--- src/rtl/tmds_rx_decode.sv ---
// tmds_rx_decode: TMDS receive decoder recovering RGB/sync/de, pixel coordinates,
// and a line-structure lock with saturating error statistics.
module tmds_rx_decode #(
   parameter int H_ACTIVE   = 640,
   parameter int V_ACTIVE   = 480,
   parameter int LOCK_LINES = 4,
   parameter int ERR_MAX    = 15
) (
   input  logic        vga_clk,
   input  logic        sys_rst_n,
   input  logic [9:0]  tmds_b,
   input  logic [9:0]  tmds_g,
   input  logic [9:0]  tmds_r,
   output logic [7:0]  rgb_blue,
   output logic [7:0]  rgb_green,
   output logic [7:0]  rgb_red,
   output logic        hsync,
   output logic        vsync,
   output logic        de,
   output logic [9:0]  pix_x,
   output logic [9:0]  pix_y,
   output logic        locked,
   output logic [15:0] err_cnt
);
   typedef enum logic [1:0] {SEARCH, ALIGN, LOCKED} state_t;

   function automatic logic is_ctrl(input logic [9:0] q);
      return q == 10'b1101010100 || q == 10'b0010101011 ||
             q == 10'b0101010100 || q == 10'b1010101011;
   endfunction

   function automatic logic [1:0] ctrl_bits(input logic [9:0] q);
      return q == 10'b0010101011 ? 2'b01 :
             q == 10'b0101010100 ? 2'b10 :
             q == 10'b1010101011 ? 2'b11 : 2'b00;
   endfunction

   function automatic logic [7:0] decode(input logic [9:0] q);
      logic [7:0] d, o;
      d = q[9] ? ~q[7:0] : q[7:0];
      o[0] = d[0];
      for (int i = 1; i < 8; i++) o[i] = q[8] ? d[i] ^ d[i-1] : ~(d[i] ^ d[i-1]);
      return o;
   endfunction

   state_t      state, state_nx;
   logic [9:0]  s1_b, s1_g, s1_r;
   logic        s1_vld;
   logic        all_data, all_ctrl, sym_nx;
   logic [1:0]  cb;
   logic        sym_err, de_d, vs_d;
   logic        de_fall, de_rise, vs_rise, line_ok, line_err;
   logic [15:0] good, good_nx, frame_err, frame_inc, frame_nx;
   logic [16:0] err_sum;

   // s1_vld keeps the all-zero reset contents of stage 1 from decoding as data
   always_ff @(posedge vga_clk or negedge sys_rst_n) begin
      if (!sys_rst_n) begin
         s1_b   <= '0;
         s1_g   <= '0;
         s1_r   <= '0;
         s1_vld <= 1'b0;
      end else begin
         s1_b   <= tmds_b;
         s1_g   <= tmds_g;
         s1_r   <= tmds_r;
         s1_vld <= 1'b1;
      end
   end

   assign cb       = ctrl_bits(s1_b);
   assign all_data = s1_vld && !is_ctrl(s1_b) && !is_ctrl(s1_g) && !is_ctrl(s1_r);
   assign all_ctrl = s1_vld && is_ctrl(s1_b) && is_ctrl(s1_g) && is_ctrl(s1_r);
   assign sym_nx   = s1_vld && !all_data && !all_ctrl;

   always_ff @(posedge vga_clk or negedge sys_rst_n) begin
      if (!sys_rst_n) begin
         rgb_blue  <= '0;
         rgb_green <= '0;
         rgb_red   <= '0;
         hsync     <= 1'b0;
         vsync     <= 1'b0;
         de        <= 1'b0;
         pix_x     <= '0;
         sym_err   <= 1'b0;
         de_d      <= 1'b0;
         vs_d      <= 1'b0;
      end else begin
         rgb_blue  <= all_data ? decode(s1_b) : 8'd0;
         rgb_green <= all_data ? decode(s1_g) : 8'd0;
         rgb_red   <= all_data ? decode(s1_r) : 8'd0;
         hsync     <= all_ctrl ? cb[0] : hsync;
         vsync     <= all_ctrl ? cb[1] : vsync;
         de        <= all_data;
         pix_x     <= !all_data ? pix_x : !de ? 10'd0 : &pix_x ? pix_x : pix_x + 10'd1;
         sym_err   <= sym_nx;
         de_d      <= de;
         vs_d      <= vsync;
      end
   end

   assign de_fall   = de_d && !de;
   assign de_rise   = de && !de_d;
   assign vs_rise   = vsync && !vs_d;
   assign line_ok   = int'(pix_x) + 1 == H_ACTIVE;
   assign frame_inc = frame_err + 16'(sym_err && !(&frame_err));
   assign frame_nx  = vs_rise ? 16'd0 : frame_inc;

   always_comb begin
      state_nx = state;
      good_nx  = good;
      line_err = 1'b0;
      case (state)
         SEARCH: begin
            if (vs_rise) begin
               state_nx = ALIGN;
               good_nx  = '0;
            end
         end
         ALIGN: begin
            if (de_fall) begin
               good_nx  = line_ok ? good + 16'd1 : 16'd0;
               line_err = !line_ok;
               if (line_ok && int'(good) + 1 >= LOCK_LINES) state_nx = LOCKED;
            end
            if (sym_err) state_nx = SEARCH;
         end
         LOCKED: begin
            line_err = (de_fall && !line_ok) || (de_rise && int'(pix_y) == V_ACTIVE);
            if (line_err || int'(frame_inc) > ERR_MAX) state_nx = SEARCH;
         end
         default: state_nx = SEARCH;
      endcase
   end

   // a symbol error and a bad line end in the same cycle each count
   assign err_sum = {1'b0, err_cnt} + 17'(sym_err) + 17'(line_err);

   always_ff @(posedge vga_clk or negedge sys_rst_n) begin
      if (!sys_rst_n) begin
         state     <= SEARCH;
         good      <= '0;
         frame_err <= '0;
         err_cnt   <= '0;
         pix_y     <= '0;
      end else begin
         state     <= state_nx;
         good      <= good_nx;
         frame_err <= frame_nx;
         err_cnt   <= err_sum[16] ? 16'hFFFF : err_sum[15:0];
         pix_y     <= vs_rise ? 10'd0 : (de_fall && !(&pix_y)) ? pix_y + 10'd1 : pix_y;
      end
   end

   assign locked = state == LOCKED;
endmodule

--- config.mk ---
export PLATFORM = sky130hd
export DESIGN_NAME = tmds_rx_decode
export DESIGN_NICKNAME = d
export VERILOG_FILES = /design/src/rtl/tmds_rx_decode.sv
export SDC_FILE = /design/constraint.sdc
export NUM_CORES = 1
export LEC_CHECK = 0
export CAP_MARGIN = 10
export CELL_PAD_IN_SITES_DETAIL_PLACEMENT = 0
export CELL_PAD_IN_SITES_GLOBAL_PLACEMENT = 1
export CORE_MARGIN = 5
export CORE_UTILIZATION = 40
export DETAILED_ROUTE_END_ITERATION = 10
export GPL_TIMING_DRIVEN = 0
export PLACE_DENSITY = 0.8
export SKIP_LAST_GASP = 1
export SLEW_MARGIN = 20
export SYNTH_ARGS = -nofsm -noshare
export SYNTH_HDL_FRONTEND = slang
export SYNTH_SLANG_ARGS = --single-unit
--- constraint.sdc ---
create_clock -name vga_clk -period 10.4 [get_ports vga_clk]
set_input_delay 2.08 -clock vga_clk [delete_from_list [all_inputs] [get_ports vga_clk]]
set_output_delay 2.08 -clock vga_clk [all_outputs]
set_load 0.01 [all_outputs]
After elaboration in Yosys (flattened, before gate mapping)
Cells that the tools add are included.
{"block": "classes", "addsub": 8, "magnitude_cmp": 2, "eq_ne": 22, "mux": 48, "n_bitwise": 45, "reduce_logical": 47}
{"cell": "$mux 16", "n": 5}
{"cell": "$eq 10x10->1 const B", "n": 7}
{"cell": "$mux 8", "n": 6}
{"cell": "$mux 10", "n": 4}
{"cell": "$pmux 16 s2", "n": 1}
{"cell": "$eq 10x8->1 const B", "n": 3}
{"cell": "$eq 10x9->1 const B", "n": 3}
{"cell": "$not 8->8", "n": 3}
{"cell": "$mux 1", "n": 22}
{"cell": "$not 1->1", "n": 21}
{"cell": "$xor 1x1->1", "n": 21}
{"cell": "$add 10x1->10 const B", "n": 2}
{"cell": "$reduce_and 10->1", "n": 2}
{"cell": "$add 16x1->17", "n": 1}
{"cell": "$add 16x1->17 const B", "n": 1}
{"cell": "$add 17x1->17", "n": 1}
{"cell": "$ge 17x3->1 const B", "n": 1}
{"cell": "$add 16x1->16", "n": 1}
{"cell": "$add 16x1->16 const B", "n": 1}
{"cell": "$gt 16x4->1 const B", "n": 1}
{"cell": "$logic_and 1x1->1", "n": 16}
{"cell": "$mux 2", "n": 8}
{"cell": "$reduce_and 16->1", "n": 1}
{"cell": "$add 10x1->11 const B", "n": 1}
{"cell": "other kinds (15)", "n": 39}
{"block": "word_totals", "reg_bits": 131, "input_bits": 32, "output_inout_bits": 64, "word_cells": 191}

Logic depth before layout (Yosys ltp)
{"block": "logic_depth", "depth_word": 11, "depth_mapped": 18, "ltp_nobuf": 17}

Worst setup path before layout
Ideal clock, no wire load.
{"block": "synth_timing", "kind": "flip-flop to flip-flop", "startpoint": "register pix_x[0]", "endpoint": "register err_cnt[10]", "t_arrival_ps": 3472, "setup_slack_ps": 6845, "path_stages_with_launch": 19, "period_less_slack_ps": 3555, "cell_sequence": "dfrtp_1 > ha_1 > nand2_1 > nor3_1 > o32a_1 > and3_1 > buf_2 > o21ai_0 > a22oi_1 > nor2b_1 > fa_1 > ha_1 > and3_1 > nand3_1 > nor2_1 > nand2_1 > or3_1 > clkbuf_1 > o21ai_0"}
{"block": "synth_via", "elab_chain_len": 8, "word_cells_on_any_way": 9, "classes_between": "add/sub: 2; eq/ne: 1; mux: 3; reduce/logical: 3"}
{"item": "from (decl)", "line_no": "20", "rtl": "output logic [9:0] pix_x,"}
{"item": "from (signal assigned)", "line_no": "95", "rtl": "pix_x <= !all_data ? pix_x : !de ? 10'd0 : &pix_x ? pix_x : pix_x + 10'd1;"}
{"item": "$add 10x1->11 *", "line_no": "105", "rtl": "assign line_ok = int'(pix_x) + 1 == H_ACTIVE;"}
{"item": "$eq 11x10->1 *", "line_no": "105"}
{"item": "$logic_not 1->1 *", "line_no": "123, 129"}
{"item": "$logic_and 1x1->1", "line_no": "129", "rtl": "line_err = (de_fall && !line_ok) || (de_rise && int'(pix_y) == V_ACTIVE);"}
{"item": "$logic_or 1x1->1", "line_no": "129"}
{"item": "$pmux 1 s2 *", "line_no": "113", "rtl": "case (state)"}
{"item": "$add 17x1->17 *", "line_no": "137", "rtl": "assign err_sum = {1'b0, err_cnt} + 17'(sym_err) + 17'(line_err);"}
{"item": "$mux 16 *", "line_no": "150", "rtl": "err_cnt <= err_sum[16] ? 16'hFFFF : err_sum[15:0];"}
{"item": "to (signal assigned)", "line_no": "150"}
{"item": "to (decl)", "line_no": "23", "rtl": "output logic [15:0] err_cnt"}
Mark *: on every way between the ends. The rest lies on a longest branch, timed or not.
A chain may end at the register's enable or synchronous reset.

Final worst setup path
{"block": "layout_timing", "startpoint": "register pix_x[7]", "endpoint": "register err_cnt[10]"}
The elaborated chain is that of the path after synthesis.

==> impl_metrics.ini <==
[pwr]
power.switching_mw = 0.382
vdd_drop_max_uv = 122
p_seq_frac = 0.437
total_power_mw = 1.41
power_density_mw_per_mm2 = 172
p_leak_nw = 3.44
clockPowerShare = 0.402
p_int_mw = 1.02
pwr-share-comb = 0.162
switching_share = 0.272

[status]
outcome = completed

[clocking]
cts_tree = done
cts_hold_buf = 0
cts.htree.levels = 4
cts_buffer_depth = 2
clk_pin_slew_ns = 0.06
cts_buffers = 17
ctsResizeCount = 0
cts-root-buf = clkbuf_16
post-cts-setup-buffer-count = 0
clock_sinks = 131
clk_latency_ns = 0.41

[cells_and_area]
regArea_mm2 = 0.00328
multi_input_area_mm2 = 0.00291
nets = 778
antennaDiodeCount = 0
design_area_mm2 = 0.00816
area_growth_pct = 28.8
drive_gt1_frac = 0.0818
nFillCells = 1398

[sta]
max-slew-margin-rel = 0.641
setup-tns-final_ns = 0
hold_viol = 0
slew_viol_final = 0
min_period_over_period = 0.390
timing.final.crit_period_ns = 4.06
tightestPinTransition_ns = 0.538
rsz0062_at_grt = false
fmax_mhz = 246
fin_worst_skew_ns = 0.00807
finalSetupViolCount = 0

[worst_hold_path]
hold_depth = 0
hp-class = reg -> reg

[place]
io_buffers = 95
placed_cell_area_mm2 = 0.00759
gp_congestion = 0.825
place_hpwl_um = 9950

[global_routing]
grt_max_degree = 99
grtUsageTotal = 0.156
antenna_found_initial = 0
grt_first_pass_wirelength_um = 23100
overflow = 0
grt_pass1_vias = 4848

[route]
vias = 4874
drt_iter0_markers = 344
ant_nets = 0
wl_per_cell_um = 14.4
wl_um = 13800
route.detailed.drc = 0
vias_per_cell = 5.07
dr.pass1.iters = 5

[worst_setup_path]
slowest_stage = dfrtp_1
critPathTopFamily = simple AND/OR/NAND/NOR gates
worstPathRequired_ns = 10.66
cp-end-kind = flop
cp_max_fo = 10
startpoint_type = flop
rr_worst_depth = 18
path_cells = buf_2 > or2_2 > a211oi_1 > o32a_1 > and3_1 > buf_2 > o21ai_0 > a22oi_1 > nor2b_1 > fa_1 > ha_1 > and3_1 > nand3_1 > nor2_1 > nand2_1 > or3_1 > clkbuf_1 > o21ai_0
critPathBufInv = 3
slowest_delay_ns = 0.41
worstPathArrival_ns = 4.32
criticalPathCategory = reg -> reg
crit_cells = 18

[job]
max_cap_viol_count = 0

[yosys]
synth_edf_count = 0
synth-simple-area-share = 0.225
synthMuxAreaShare = 0.0109
synthArstFlopShare = 1.00
synthCells = 618
ys.flop_type = dfrtp_1
synth-adder-area-share = 0.0269
ys_types = 66
synth_top_cell_by_area = dfrtp_1
seq_area_frac_synth = 0.518
ys_ff_latch = 131
ys_warn_count = 0
synth.avg_cell_area_um2 = 10.2
syn-num-nets = 663
synth_top_area_frac = 0.518
syn-cell-area_mm2 = 0.00633
yosys-top-cells-area = dfrtp_1 52%, xnor2_1 6.9%, nor2_1 4.0%
synth_top_family_by_area = simple AND/OR/NAND/NOR gates
synth_compound_area_frac = 0.0978
synth_xor_xnor_area_share = 0.0982

[die]
die_area_mm2 = 0.0184
core_area_mm2 = 0.0157
ios = 96
fp.dieH_um = 136
start_util = 0.403
die_w_um = 136
fp-row-count = 46
-- through the flow --
step | hold slack [ns] | util | std cells | setup WS, ns
6_report | 0.469 | 0.519 | 962 | 6.34
5_1_grt | 0.511 | 0.519 | 962 | 5.88
4_1_cts | 0.482 | 0.519 | 962 | 6.31
3_5_place_dp | 0.465 | 0.483 | 930 | 6.37
3_3_place_gp | 0.442 | 0.481 | 929 | 2.08
2_1_floorplan | 0.451 | - | 618 | 6.84
-- synth_stat cells (4+ instances only) --
cell and instances:
a21oi_1 14, dfrtp_1 131, buf_2 7, nor2_1 68, and4_1 7, nor4bb_1 4
ha_1 12, o21ai_0 39, xor2_1 21, nor2b_1 6, a22o_1 6, nand3_1 34
nand2b_1 7, nand2_1 57, nor4_1 5, nor3_1 13, clkbuf_1 13, and2_1 4
nand4_1 21, inv_1 8, o31ai_1 7, xnor2_1 50, or3_1 6, and3_1 14
-- worst paths after layout --
kind	to	slack, ns	startpoint
max in group asynchronous	rgb_red[3]	8.10	sys_rst_n
min in group asynchronous	good[6]	1.53	sys_rst_n
max	err_cnt[10]	6.34	pix_x[7]
min reg2reg	vs_d	0.47	vsync
max reg2reg	err_cnt[10]	6.34	pix_x[7]
min	vs_d	0.47	vsync
-- logic make-up (layout without fill, tap and decap cells) --
| group | after synthesis | count (layout) |
|---|---|---|
| xor+xnor | 71 | 71 |
| flops | 131 | 131 |
| mux | 6 | 6 |
| buf+inv | 32 | 160 |
| simple gates | 271 | 271 |
| other cells | 1 | 1 |
| fa+ha+maj | 13 | 13 |
| compound gates | 93 | 93 |
-- layer usage --
layer / track usage / vias to the layer above / share of wire
met5: 0 / - / 0
li1: - / 2409 / -
met1: 0.196 / 2343 / 0.44
met3: 0.0503 / 15 / 0.058
met4: 0.0487 / 0 / 0.012
met2: 0.258 / 107 / 0.49
-- worst reg2reg max path, stage by stage, from the launching register on --
cell	delay [ns]
dfrtp_1	0.41
buf_2	0.19
or2_2	0.31
a211oi_1	0.24
o32a_1	0.20
and3_1	0.14
buf_2	0.20
o21ai_0	0.12
a22oi_1	0.15
nor2b_1	0.08
fa_1	0.39
ha_1	0.23
and3_1	0.21
nand3_1	0.13
nor2_1	0.08
nand2_1	0.11
or3_1	0.20
clkbuf_1	0.37
o21ai_0	0.17
-- registers in the layout (all words and copies together), names as in the netlist, 2 cells and up --
name       flops
pix_y         10
state          2
s1_g          10
s1_b          10
good          16
rgb_red        8
err_cnt       16
frame_err     16
rgb_blue       8
pix_x         10
rgb_green      8
s1_r          10
-- power groups by stage --
stage	logic [mW]	registers, mW	clock network [mW]
2_1_floorplan	0.101	0.627	0
3_3_place_gp	0.226	0.620	0
3_5_place_dp	0.230	0.621	0
4_1_cts	0.232	0.614	0.579
5_1_grt	0.254	0.621	0.601
6_report	0.227	0.614	0.565
-- final cells by class --
class / count / share of cell area
Timing Repair Buffer: 96 / 0.121
Tap cell: 216 / 0.0331
Clock inverter: 13 / 0.0155
Clock buffer: 19 / 0.0543
Multi-Input combinational cell: 455 / 0.357
Sequential cell: 131 / 0.402
Buffer: 24 / 0.0140
Inverter: 8 / 0.00368
-- layout by cell type, fill, tap and decap left out, types with 4 or more instances in the layout --
cell type        instances
nor4bb_1                 4
clkinv_4                 5
nor2b_1                  6
nor3_1                  13
buf_2                    7
and3_1                  14
dfrtp_1                131
inv_1                    8
a21oi_1                 14
clkbuf_16               17
clkbuf_1                14
xnor2_1                 50
nand3_1                 34
o31ai_1                  7
ha_1                    12
xor2_1                  21
nand2b_1                 7
clkdlybuf4s50_1         94
o21ai_0                 39
nand4_1                 21
nand2_1                 57
or3_1                    6
and4_1                   7
a22o_1                   6
and2_1                   4
nor2_1                  68
inv_6                    4
nor4_1                   5
Power figures use the tool's default switching activity.
